--- src/rtl/tick_stopwatch.sv ---
// BCD mm:ss stopwatch advanced by prescaled rising edges of a same-domain tick level.
// Start/stop/clear control through a three-state FSM; all outputs registered.
module tick_stopwatch #(
  parameter int unsigned TICKS_PER_STEP = 1,
  parameter int unsigned PRE_W          = 10
) (
  input  logic       clk,
  input  logic       rst,
  input  logic       tick_in,
  input  logic       start,
  input  logic       stop,
  input  logic       clear,
  output logic [3:0] sec_ones,
  output logic [3:0] sec_tens,
  output logic [3:0] min_ones,
  output logic [3:0] min_tens,
  output logic       running,
  output logic       wrap
);

  localparam logic [PRE_W-1:0] PRE_MAX = PRE_W'(TICKS_PER_STEP - 1);

  typedef enum logic [1:0] {
    S_IDLE,
    S_RUN,
    S_PAUSE
  } state_t;

  state_t           state_q, state_d;
  logic             tick_q;
  logic [PRE_W-1:0] pre_q, pre_d;
  logic [3:0]       sec_ones_q, sec_ones_d;
  logic [3:0]       sec_tens_q, sec_tens_d;
  logic [3:0]       min_ones_q, min_ones_d;
  logic [3:0]       min_tens_q, min_tens_d;
  logic             running_q, running_d;
  logic             wrap_q, wrap_d;
  logic             rise;
  logic             count_en;
  logic             step;

  assign rise     = tick_in & ~tick_q;
  // A rise coinciding with stop/clear, or with a start leaving IDLE/PAUSE, is dropped.
  assign count_en = (state_q == S_RUN) & rise & ~stop & ~clear;

  // Next state: clear > stop > start; stop blocks start even where stop is ignored.
  always_comb begin
    state_d = state_q;
    if (clear) begin
      state_d = S_IDLE;
    end else if (stop) begin
      if (state_q == S_RUN) state_d = S_PAUSE;
    end else if (start) begin
      if (state_q != S_RUN) state_d = S_RUN;
    end
  end

  // Prescaler
  always_comb begin
    pre_d = pre_q;
    step  = 1'b0;
    if (clear) begin
      pre_d = '0;
    end else if (count_en) begin
      if (pre_q == PRE_MAX) begin
        pre_d = '0;
        step  = 1'b1;
      end else begin
        pre_d = pre_q + PRE_W'(1);
      end
    end
  end

  // BCD carry chain with rollover detection at 59:59
  always_comb begin
    sec_ones_d = sec_ones_q;
    sec_tens_d = sec_tens_q;
    min_ones_d = min_ones_q;
    min_tens_d = min_tens_q;
    wrap_d     = 1'b0;
    running_d  = (state_d == S_RUN);
    if (clear) begin
      sec_ones_d = 4'd0;
      sec_tens_d = 4'd0;
      min_ones_d = 4'd0;
      min_tens_d = 4'd0;
    end else if (step) begin
      if (sec_ones_q == 4'd9) begin
        sec_ones_d = 4'd0;
        if (sec_tens_q == 4'd5) begin
          sec_tens_d = 4'd0;
          if (min_ones_q == 4'd9) begin
            min_ones_d = 4'd0;
            if (min_tens_q == 4'd5) begin
              min_tens_d = 4'd0;
              wrap_d     = 1'b1;
            end else begin
              min_tens_d = min_tens_q + 4'd1;
            end
          end else begin
            min_ones_d = min_ones_q + 4'd1;
          end
        end else begin
          sec_tens_d = sec_tens_q + 4'd1;
        end
      end else begin
        sec_ones_d = sec_ones_q + 4'd1;
      end
    end
  end

  always_ff @(posedge clk) begin
    if (rst) begin
      state_q    <= S_IDLE;
      tick_q     <= 1'b0;
      pre_q      <= '0;
      sec_ones_q <= 4'd0;
      sec_tens_q <= 4'd0;
      min_ones_q <= 4'd0;
      min_tens_q <= 4'd0;
      running_q  <= 1'b0;
      wrap_q     <= 1'b0;
    end else begin
      state_q    <= state_d;
      tick_q     <= tick_in;
      pre_q      <= pre_d;
      sec_ones_q <= sec_ones_d;
      sec_tens_q <= sec_tens_d;
      min_ones_q <= min_ones_d;
      min_tens_q <= min_tens_d;
      running_q  <= running_d;
      wrap_q     <= wrap_d;
    end
  end

  assign sec_ones = sec_ones_q;
  assign sec_tens = sec_tens_q;
  assign min_ones = min_ones_q;
  assign min_tens = min_tens_q;
  assign running  = running_q;
  assign wrap     = wrap_q;

endmodule

--- config.mk ---
export PLATFORM = sky130hd
export DESIGN_NAME = tick_stopwatch
export DESIGN_NICKNAME = d
export VERILOG_FILES = /design/src/rtl/tick_stopwatch.sv
export SDC_FILE = /design/constraint.sdc
export NUM_CORES = 1
export LEC_CHECK = 0
export ABC_AREA = 0
export CORE_UTILIZATION = 40
export CTS_CLUSTER_SIZE = 10
export DETAILED_ROUTE_END_ITERATION = 8
export HOLD_SLACK_MARGIN = 0.1
export PLACE_DENSITY_LB_ADDON = 0.2
export SETUP_SLACK_MARGIN = 0.1
export SLEW_MARGIN = 15
export SYNTH_ARGS = -nofsm -noshare
export SYNTH_HDL_FRONTEND = slang
export SYNTH_SLANG_ARGS = --single-unit
--- constraint.sdc ---
create_clock -name clk -period 1.9 [get_ports clk]
set_input_delay 0.38 -clock clk [delete_from_list [all_inputs] [get_ports clk]]
set_output_delay 0.38 -clock clk [all_outputs]
set_load 0.01 [all_outputs]
# After elaboration in Yosys (flattened, before gate mapping)
# Cells that the tools add are included.
[classes]
n_addsub = 5
eq_ne = 7
muxes = 14
bitwise = 11
reduce_logical = 6
[ops]
columns = ["operator", "n"]
rows = [
  ["$add A4 B1 Y4 const B", 4],
  ["$mux W4", 4],
  ["$add A10 B1 Y10 const B", 1],
  ["$logic_not A10 Y1", 1],
  ["$mux W10", 1],
  ["$mux W2", 5],
  ["$eq A4 B3 Y1 const B", 2],
  ["$eq A4 B4 Y1 const B", 2],
  ["$not A1 Y1", 7],
  ["$reduce_or A6 Y1", 1],
  ["$and A1 B1 Y1", 4],
  ["$eq A2 B1 Y1 const B", 2],
  ["$mux W1", 4],
  ["$reduce_and A4 Y1", 1],
  ["$reduce_and A3 Y1", 1],
  ["$ne A2 B1 Y1 const B", 1],
  ["$reduce_and A2 Y1", 1],
  ["$reduce_or A2 Y1", 1],
]
[totals]
register_bits = 31
inputBits = 6
out_inout_bits = 18

# Logic depth before layout (Yosys ltp)
# Gate-level depths: netlist of the first run.
[logic_depth]
depth_word = 9
ltp_mapped = 7
mapped_depth_nobuf = 6

# Worst setup path after synthesis of the first run
# Ideal clock, no wire load.
[synth_path]
path_type = "input port to flip-flop"
from = "input port stop"
to = "register sec_tens_q[1], in the netlist sec_tens[1]"
setup_time_ns = 0.070
arrival_ns = 1.633
required_ns = 1.830
slack_ns = 0.196
stages = 5
path_buffers = 1
path_cell_list = "nor4b_4 buf_6 nand4_4 or4_1 a21oi_1"
[synth_between]
elab_chain_len = 6
[synth_rtl]
columns = ["element", "line", "source"]
rows = [
  ["from (decl)", "11", "input logic stop,"],
  ["$not A1 Y1", "44", "assign count_en = (state_q == S_RUN) & rise & ~stop & ~clear;"],
  ["$and A1 B1 Y1 (2 in a row)", "44", ""],
  ["$mux W1", "64", "end else if (count_en) begin"],
  ["$mux W1", "62", "if (clear) begin"],
  ["$reduce_and A2 Y1 (no line)", "-", ""],
  ["to (signal assigned)", "128", "sec_tens_q <= sec_tens_d;"],
  ["to (decl)", "33", "logic [3:0] sec_tens_q, sec_tens_d;"],
]
# No other way between the ends.
# A chain may end at the register's enable or synchronous reset.

# Worst setup path in the final report of the first run
[layout_path]
from = "register pre_q[1]"
to = "register sec_tens_q[0], in the netlist sec_tens[0]"
[layout_between]
elab_chain_len = 5
[layout_rtl]
columns = ["element", "line", "source"]
rows = [
  ["from (decl)", "31", "logic [PRE_W-1:0] pre_q, pre_d;"],
  ["from (signal assigned)", "126", "pre_q <= pre_d;"],
  ["$logic_not A10 Y1", "65", "if (pre_q == PRE_MAX) begin"],
  ["$mux W1", "65", ""],
  ["$mux W1", "64", ""],
  ["$mux W1", "62", ""],
  ["$reduce_and A2 Y1 (no line)", "-", ""],
]
# No other way between the ends.

==> impl_metrics.ini, run 1 <==
[routing]
vias = 1646
drtPass1Iterations = 4
routed_wl_um = 4450
avgViaCountPerCell = 5.70
detail-route-antenna-nets = 0
drt_iter0_markers = 123
drc = 0
wl_per_cell_um = 15.4

[critical_path]
path_class = reg2reg
cp_common_cell = buf_4
critPathSlowestCell = dfxtp_2
cp-start-kind = flop
cp_max_fo = 6
end_kind = flop
max_stage_delay_ps = 330
arrival_ps = 2040
required_ps = 2070
path_cells = inv_1, ha_1, and4bb_2, buf_4, nand4_4, buf_6, buf_4, o31ai_1, a21oi_1

[timing]
relSlewSlack = 0.728
worstMarginPinSlew_ps = 406
slew_violations = 0
fin_crit_sh = 0.982
rsz0062_at_grt = true
fmax_ghz = 0.536
finalSetupViolations = 0
period_minus_slack_ps = 1870
worst_clock_skew_ps = 6.35
finalHoldViolations = 0
setup-tns-final_ps = 0

[pwr]
vdd.ir_drop.worst_uv = 415
finalPower_w = 0.00130
leakage_nw = 0.812
power.density_nw_per_um2 = 558

[layout]
final_cell_mix = dfxtp_1 (29), buf_4 (27), clkdlybuf4s50_1 (20)
syn_to_final_growth_pct = 44.0
finalNetCount = 248
layout_commonest_cell = dfxtp_1
drive_above_1_share = 0.290
num_antenna_cells = 0

[grt]
grt_pass1_vias = 1570
grt_max_degree = 11
antenna_found_initial = 0
grt_remaining_overflow = 0
grt_pass1_wl_um = 7130
grt.total_usage = 0.223

[cts]
cts_max_level = 2
ctsLongestPathBuffers = 2
cts_hold_buf = 0
clk_pin_slew_ps = 70
clock-sinks = 31
cts_buffers = 5
cts-root-buf = clkbuf_8
clk_latency_ps = 290
cts_tree = built

[synth]
ys_types = 46
synth_top_area_share = 0.382
synthesis.nets = 191
synth_edf_count = 0
async_flop_share = 0
syn_area_per_cell_um2 = 8.87
synth_seq_cells = 31
synth_seq_area_share = 0.382
syn-instance-count = 183
synthTopCellsByArea = dfxtp_1 (38%), a21oi_1 (4.6%), nand2_1 (3.5%)
synth_flop_cell = dfxtp_1
synthesis.area_um2 = 1620
yosysTopAreaCell = dfxtp_1
yosys_warnings = 0

[worst_hold_path]
min_path_type = in2reg

[placed_design]
globalplace.congestion = 0.848
numPortBuffers = 23
dp_hpwl_um = 2890

[run_status]
outcome = finished clean

[floorplanning]
core-area_um2 = 3770
start_util = 0.431
fp-row-count = 22
die_area_um2 = 4320
io_pins = 24
die_x_um = 65.7
die_h_um = 65.7

[job]
max_cap_violations = 0
repair_timing:
item                                    in CTS  in global routing
endpoints found under the setup margin      19                 13
setup buffers                               11                  3
cloned                                       1                  0
pin swaps                                   10                  7
gates resized for setup                     13                 14
power breakdown:
part           internal [W]  switching [W]
logic             0.0000345      0.0000334
clock network      0.000330       0.000252
registers          0.000652     0.00000171
area by class of cell:
type                            count  area (um^2)
Fill cell                         302         1430
Multi-Input combinational cell    140         1030
Sequential cell                    31          623
Timing Repair Buffer               56          505
Clock buffer                        8          100
Tap cell                           48         60.1
Inverter                            6         22.5
sequential cells by signal (all words and copies together) (netlist names):
register and cells:
wrap 1, sec_ones 4, running 1, pre_q 10, min_ones 4, tick_q 1, min_tens 4, state_q 2
sec_tens 4
critical path: cells and delay by family (launching register included):
kind / cells / cell delay, ps
fa+ha+maj: 1 / 130
flops: 1 / 330
buf+inv: 4 / 470
compound gates: 2 / 390
simple gates: 2 / 420
through the flow:
step	hold WS [ps]	instances	cell area, um^2	util	setup WS, ps
3_3_place_gp	473	266	2010	0.533	-373
2_1_floorplan	452	183	1620	-	196
3_5_place_dp	478	266	2010	0.533	-469
5_1_grt	501	289	2340	0.620	-82.8
4_1_cts	482	286	2250	0.598	103
6_report	480	289	2340	0.620	33.9
cell families (layout without fill, tap and decap cells):
logic type / count (synthesis) / after routing / share of synthesized area
and+or+nand+nor: 90 / 91 / 0.372
AOI/OAI and AO/OA: 39 / 39 / 0.144
DFF: 31 / 31 / 0.382
buffers and inverters: 13 / 70 / 0.0424
xor gates and xnor gates: 7 / 7 / 0.0378
adders and majority gates: 2 / 2 / 0.0154
muxes: 1 / 1 / 0.00616
Yosys cell counts (all sizes together), types with 2 or more instances:
cell,instances
a31o,2
nand2,15
nand3,7
nor4,2
inv,6
and4,4
nor4b,3
nor2,13
and4bb,3
and3,2
and2,2
nand4,7
ha,2
o21ai,8
xnor2,2
nor3,3
nand2b,2
nor2b,8
dfxtp,31
or3,4
a21oi,15
or4,7
a31oi,5
clkbuf,2
xor2,5
o31ai,6
buf,5
nand3b,3
layer usage:
metal / part of all wire / GRT usage / vias up
met1: 0.43 / 0.246 / 794
met4: 0.026 / 0.122 / 0
met2: 0.51 / 0.392 / 36
li1: - / - / 803
met5: 0 / 0 / -
met3: 0.032 / 0.0469 / 13
final timing paths:
check,depth (start not counted),slack [ps],to,startpoint
max,9,30,sec_tens[0]$_SDFFE_PP0P_,pre_q[1]$_SDFFE_PP0N_
min,2,480,tick_q$_SDFF_PP0_,tick_in
max reg2reg,9,30,sec_tens[0]$_SDFFE_PP0P_,pre_q[1]$_SDFFE_PP0N_
min reg2reg,2,480,pre_q[9]$_SDFFE_PP0N_,pre_q[9]$_SDFFE_PP0N_
(Power assumes the default switching activity.)
==> inputs of run 2 (changes only) <==
--- a/config.mk
+++ b/config.mk
@@ -5,7 +5,8 @@
 export SDC_FILE = /design/constraint.sdc
 export NUM_CORES = 1
 export LEC_CHECK = 0
-export ABC_AREA = 0
+export ABC_AREA = 1
+export CORE_MARGIN = 5
 export CORE_UTILIZATION = 40
 export CTS_CLUSTER_SIZE = 10
 export DETAILED_ROUTE_END_ITERATION = 8
==> run 2 against run 1 <==
Against the previous run: first-iteration DRC count is 19% lower; die area rose by 34%; sequential power hardly changed; setup slack improved by 190 ps; critical path type is now reg2out; sequential share of layout area up 1.8 points.
==> impl_metrics.ini, run 2 <==
[run_status]
outcome = finished clean

[timing]
fin_crit_sh = 0.884
relSlewSlack = 0.801
slew_violations = 0
fmax_ghz = 0.596
finalHoldViolations = 0
fin_ws_ps = 221
setup-tns-final_ps = 0
worstMarginPinSlew_ps = 298
period_minus_slack_ps = 1680
rsz0062_at_grt = false
finalSetupViolations = 0
worst_clock_skew_ps = 5.26

[placed_design]
numPortBuffers = 23
globalplace.congestion = 0.843
dp_hpwl_um = 2880
place_ws_ps = 53.9
placedCellCount = 340

[routing]
avgViaCountPerCell = 4.77
drc = 0
detail-route-antenna-nets = 0
drtPass1Iterations = 5
wl_per_cell_um = 10.8
routed_wl_um = 3770
drt_iter0_markers = 100
vias = 1660

[synth]
async_flop_share = 0
synth_edf_count = 0
yosysTopAreaCell = dfxtp_1
syn-instance-count = 260
synth_seq_cells = 31
synthesis.area_um2 = 1750
synth_seq_area_share = 0.356
syn_area_per_cell_um2 = 6.71
yosys_warnings = 0
yosysMostFrequentCell = nand2_1
synthesis.nets = 268
synthTopCellsByArea = dfxtp_1 (36%), nand2_1 (14%), nor2_1 (7.1%)
synth_commonest_cells = nand2_1 (67), nor2_1 (33), dfxtp_1 (31), inv_1 (29), nand3_1 (21)
synth_top_area_share = 0.356
ys_types = 28
synth_flop_cell = dfxtp_1

[layout]
syn_to_final_growth_pct = 25.0
num_antenna_cells = 0
largest_register_ffs = 10
regMostFlops = pre_q
final_cell_mix = nand2_1 (67), nor2_1 (33), dfxtp_1 (31)
finalNetCount = 303
fillers = 429
final_cells = 348
layout_commonest_cell = nand2_1
drive_above_1_share = 0.149

[critical_path]
end_kind = output port
cp-start-kind = flop
path_class = reg2out
worstSetupStartpoint = sec_tens[0]$_SDFFE_PP0P_
critPathSlowestCell = clkdlybuf4s50_1
required_ps = 1520
rrSetupSlack_ps = 330
reg2regPathDepth = 9
arrival_ps = 1300
path_cells = clkdlybuf4s50_1
endpoint = sec_tens[0]
rr_startpoint = pre_q[0]$_SDFFE_PP0N_
max_stage_delay_ps = 580
worst-path-stages = 1
r2r-end = sec_ones[3]$_SDFFE_PP0N_
critPathTopFamily = buffers and inverters
cp_max_fo = 6
cp.buffers_inverters = 1

[floorplanning]
core-area_um2 = 4290
fp-row-count = 24
start_util = 0.406
die_h_um = 76.1
io_pins = 24
die_area_um2 = 5780
die_x_um = 76.1

[grt]
grt_remaining_overflow = 0
grt_pass1_vias = 1554
grt_max_degree = 11
grt.total_usage = 0.137
grt_pass1_wl_um = 6760
antenna_found_initial = 0

[cts]
clock-sinks = 31
cts-root-buf = clkbuf_8
clk_latency_ps = 280
cts_buffers = 5
post_cts_buffers = 0
clk_pin_slew_ps = 70
cts_max_level = 2
cts_tree = built
cts_hold_buf = 0
ctsLongestPathBuffers = 2
ctsResizeCount = 0

[pwr]
power_switching_w = 0.000288
power_frac_clock = 0.451
combPwrFrac = 0.044
power.density_nw_per_um2 = 593
power_switching_share = 0.223
vdd.ir_drop.worst_uv = 355
leakage_nw = 0.885
p_seq_frac = 0.506
intPower_w = 0.00101
finalPower_w = 0.00129

[worst_hold_path]
min_path_type = reg2reg

[job]
max_cap_violations = 0
-- run 2: worst min-delay path: cells and delay by family (launching register included) --
| kind | cells | cell delay, ps |
|---|---|---|
| simple gates | 1 | 60 |
| flops | 1 | 330 |
| compound gates | 1 | 50 |
-- run 2: final cells by class --
type	instances	area, um^2	area share
Clock inverter	1	7.51	0.00344
Multi-Input combinational cell	185	941	0.431
Sequential cell	31	621	0.284
Inverter	39	146	0.0671
Clock buffer	7	96.3	0.0442
Tap cell	52	65.1	0.0298
Timing Repair Buffer	33	305	0.140
-- run 2: cell families (layout without fill, tap and decap cells) --
group           after synthesis  in the layout  synth area share
fa+ha+maj                     2              2            0.0143
compound gates               26             26            0.0760
flops                        31             31             0.356
buf+inv                      44             80             0.105
xor+xnor                      5              5            0.0251
simple gates                152            152             0.424
-- run 2: metal layers --
| metal | share of wire | up-vias | GRT usage |
|---|---|---|---|
| li1 | - | 890 | - |
| met1 | 0.49 | 745 | 0.167 |
| met2 | 0.47 | 20 | 0.235 |
| met3 | 0.035 | 5 | 0.0437 |
| met4 | 0.0077 | 0 | 0.0315 |
| met5 | 0 | - | 0 |
-- run 2: how the worst min path moves through the flow --
stage / endpoint / depth (start not counted) / slack [ps] / startpoint
finish: pre_q[8]$_SDFFE_PP0N_ / 2 / 480 / pre_q[8]$_SDFFE_PP0N_
global route: pre_q[8]$_SDFFE_PP0N_ / 2 / 510 / pre_q[8]$_SDFFE_PP0N_
CTS: pre_q[8]$_SDFFE_PP0N_ / 2 / 480 / pre_q[8]$_SDFFE_PP0N_
detailed placement: pre_q[8]$_SDFFE_PP0N_ / 2 / 470 / pre_q[8]$_SDFFE_PP0N_
global placement: pre_q[8]$_SDFFE_PP0N_ / 2 / 470 / pre_q[8]$_SDFFE_PP0N_
floorplan: tick_q$_SDFF_PP0_ / 1 / 450 / rst
-- run 2: power by group through the flow --
stage,Clock [W],Sequential (W),Combinational (W)
floorplan,0,0.000669,0.0000289
global placement,0,0.000669,0.0000569
detailed placement,0,0.000669,0.0000574
CTS,0.000599,0.000654,0.0000578
global route,0.000627,0.000654,0.0000639
finish,0.000583,0.000655,0.0000567
-- run 2: through the flow --
step / area, um^2 / util / hold slack (ps)
global route: 2180 / 0.508 / 514
detailed placement: 2080 / 0.484 / 474
floorplan: 1750 / - / 451
CTS: 2180 / 0.508 / 484
finish: 2180 / 0.508 / 483
global placement: 2080 / 0.484 / 470
==> inputs of run 3 (changes only) <==
--- a/config.mk
+++ b/config.mk
@@ -7,7 +7,7 @@
 export LEC_CHECK = 0
 export ABC_AREA = 1
 export CORE_MARGIN = 5
-export CORE_UTILIZATION = 40
+export CORE_UTILIZATION = 50
 export CTS_CLUSTER_SIZE = 10
 export DETAILED_ROUTE_END_ITERATION = 8
 export HOLD_SLACK_MARGIN = 0.1
==> run 3 against run 2 <==
Against the previous run: first-iteration DRC count did not move; global-route usage is 3.0 points higher; combinational power increased by 1%; setup slack worse by 36 ps; wire length unchanged; via count grew 1.1%; final area shrank 1.0%; sequential cell count unchanged; hold slack improved by 8.5 ps; count of clock-buffer cells in the layout fell by 1; critical path type unchanged; critical endpoint is now sec_ones[0]; highest routed layer unchanged.
==> impl_metrics.ini, run 3 (synthesis gave the netlist of run 2 again) <==
[placed_design]
numPortBuffers = 23
globalplace.congestion = 0.909
placedCellCount = 334
post_dp_cell_area_um2 = 2070
dp_hpwl_um = 2860
place_ws_ps = -9.78

[cts]
clk_latency_ps = 320
ctsLongestPathBuffers = 2
clk_pin_slew_ps = 100
cts_hold_buf = 0
cts_tree = built
cts_max_level = 2
cts-root-buf = clkbuf_4
cts_buffers = 5
clock-sinks = 31

[layout]
layout_commonest_cell = nand2_1
largest_register_ffs = 10
fin_area_um2 = 2160
final_cell_mix = nand2_1 (67), nor2_1 (33), inv_1 (29), dfxtp_1 (29), clkdlybuf4s50_1 (23)
final_util = 0.642
drive_above_1_share = 0.155
num_antenna_cells = 0
final_cells = 342
syn_to_final_growth_pct = 23.7
finalNetCount = 303
regMostFlops = pre_q

[floorplanning]
fp-row-count = 21
die_area_um2 = 4770
die_x_um = 69.1
io_pins = 24
core-area_um2 = 3360
die_h_um = 69.1
start_util = 0.519

[critical_path]
worstSetupStartpoint = sec_ones[0]$_SDFFE_PP0N_
cp-start-kind = flop
critPathSlowestCell = clkdlybuf4s50_1
cp_max_fo = 5
required_ps = 1520
rrSetupSlack_ps = 360
path_class = reg2out
arrival_ps = 1340
critPathTopFamily = buffers and inverters
rr_startpoint = pre_q[0]$_SDFFE_PP0N_
end_kind = output port
path_cells = clkdlybuf4s50_1
max_stage_delay_ps = 570
cp.buffers_inverters = 1

[routing]
met2WireLength_um = 1740
drtPass1Iterations = 4
detail-route-antenna-nets = 0
vias = 1678
drc = 0
dr_wl_met3_um = 109
wl_per_cell_um = 11.0
avgViaCountPerCell = 4.91
met1_length_um = 1880
routed_wl_um = 3770
highest_layer = met4
drt_iter0_markers = 100

[timing]
period_minus_slack_ps = 1720
fin_crit_sh = 0.903
rsz0062_at_grt = false
relSlewSlack = 0.791
finalSetupViolations = 0
worst_clock_skew_ps = 5.41
fin_ws_ps = 184
finalHoldViolations = 0
worstMarginPinSlew_ps = 312
slew_violations = 0
fmax_ghz = 0.583

[pwr]
power_frac_clock = 0.433
power.density_nw_per_um2 = 581
vdd.ir_drop.worst_uv = 413
combPwrFrac = 0.046
intPower_w = 0.000988
power_switching_w = 0.000268
p_seq_frac = 0.521
power_switching_share = 0.213
leakage_nw = 0.884

[worst_hold_path]
min-delay-start = pre_q[8]$_SDFFE_PP0N_
min_path_type = reg2reg

[run_status]
outcome = finished clean

[grt]
grt_pass1_vias = 1546
antenna_found_initial = 0
grt_pass1_wl_um = 6680
grt_max_degree = 11
grt.total_usage = 0.167
grt_remaining_overflow = 0

[job]
max_cap_violations = 0
-- run 3: changes by cell type in the layout (fill, tap and decap cells not counted), moves of 2 or more --
cell,delta
clkbuf_4,+5
dfxtp_1,-2
dfxtp_2,+2
clkbuf_8,-6
-- run 3: final cells by class --
class	count	area [um^2]
Fill cell	316	1200
Multi-Input combinational cell	185	941
Sequential cell	31	623
Timing Repair Buffer	33	305
Inverter	39	146
Tap cell	46	57.6
Clock buffer	6	51.3
Clock inverter	2	35.0
-- run 3: layer usage --
layer / vias to the layer above / track usage
met5: - / 0
met4: 0 / 0.0629
met3: 6 / 0.0378
met2: 28 / 0.262
met1: 745 / 0.222
li1: 899 / -
-- run 3: worst register-to-register path, stage by stage (launching register included) --
cell	delay (ps)
dfxtp_1	360
inv_1	110
ha_1	170
nand2_1	70
nor2_2	230
nand4_2	220
nand2_1	110
nand2_1	70
nand2_1	60
inv_1	40
-- run 3: stage by stage --
step / hold WS [ps] / setup TNS [ps] / total power, W
after CTS: 496 / 0 / 0.00127
final: 492 / 0 / 0.00126
after floorplan: 451 / 0 / 0.000698
after detailed placement: 480 / -9.78 / 0.000727
after global routing: 529 / 0 / 0.00131
after global placement: 474 / 0 / 0.000725
-- run 3: final timing paths --
kind                              endpoint  cells after the start
setup / recovery               sec_ones[0]                      1
hold / removal       pre_q[8]$_SDFFE_PP0N_                      2
setup reg to reg  min_ones[0]$_SDFFE_PP0P_                      9
hold reg to reg      pre_q[8]$_SDFFE_PP0N_                      2
-- run 3: power groups by stage --
stage | Sequential, W | Clock [W] | Combinational [W]
after floorplan | 0.000669 | 0 | 0.0000289
after global placement | 0.000669 | 0 | 0.0000562
after detailed placement | 0.000669 | 0 | 0.0000574
after CTS | 0.000654 | 0.000559 | 0.0000575
after global routing | 0.000655 | 0.000596 | 0.0000636
final | 0.000654 | 0.000544 | 0.0000573
-- run 3: repair_timing --
action	4_1_cts	5_1_grt
resized for setup	0	2
endpoints found under the setup margin	0	2
setup buffers	0	0
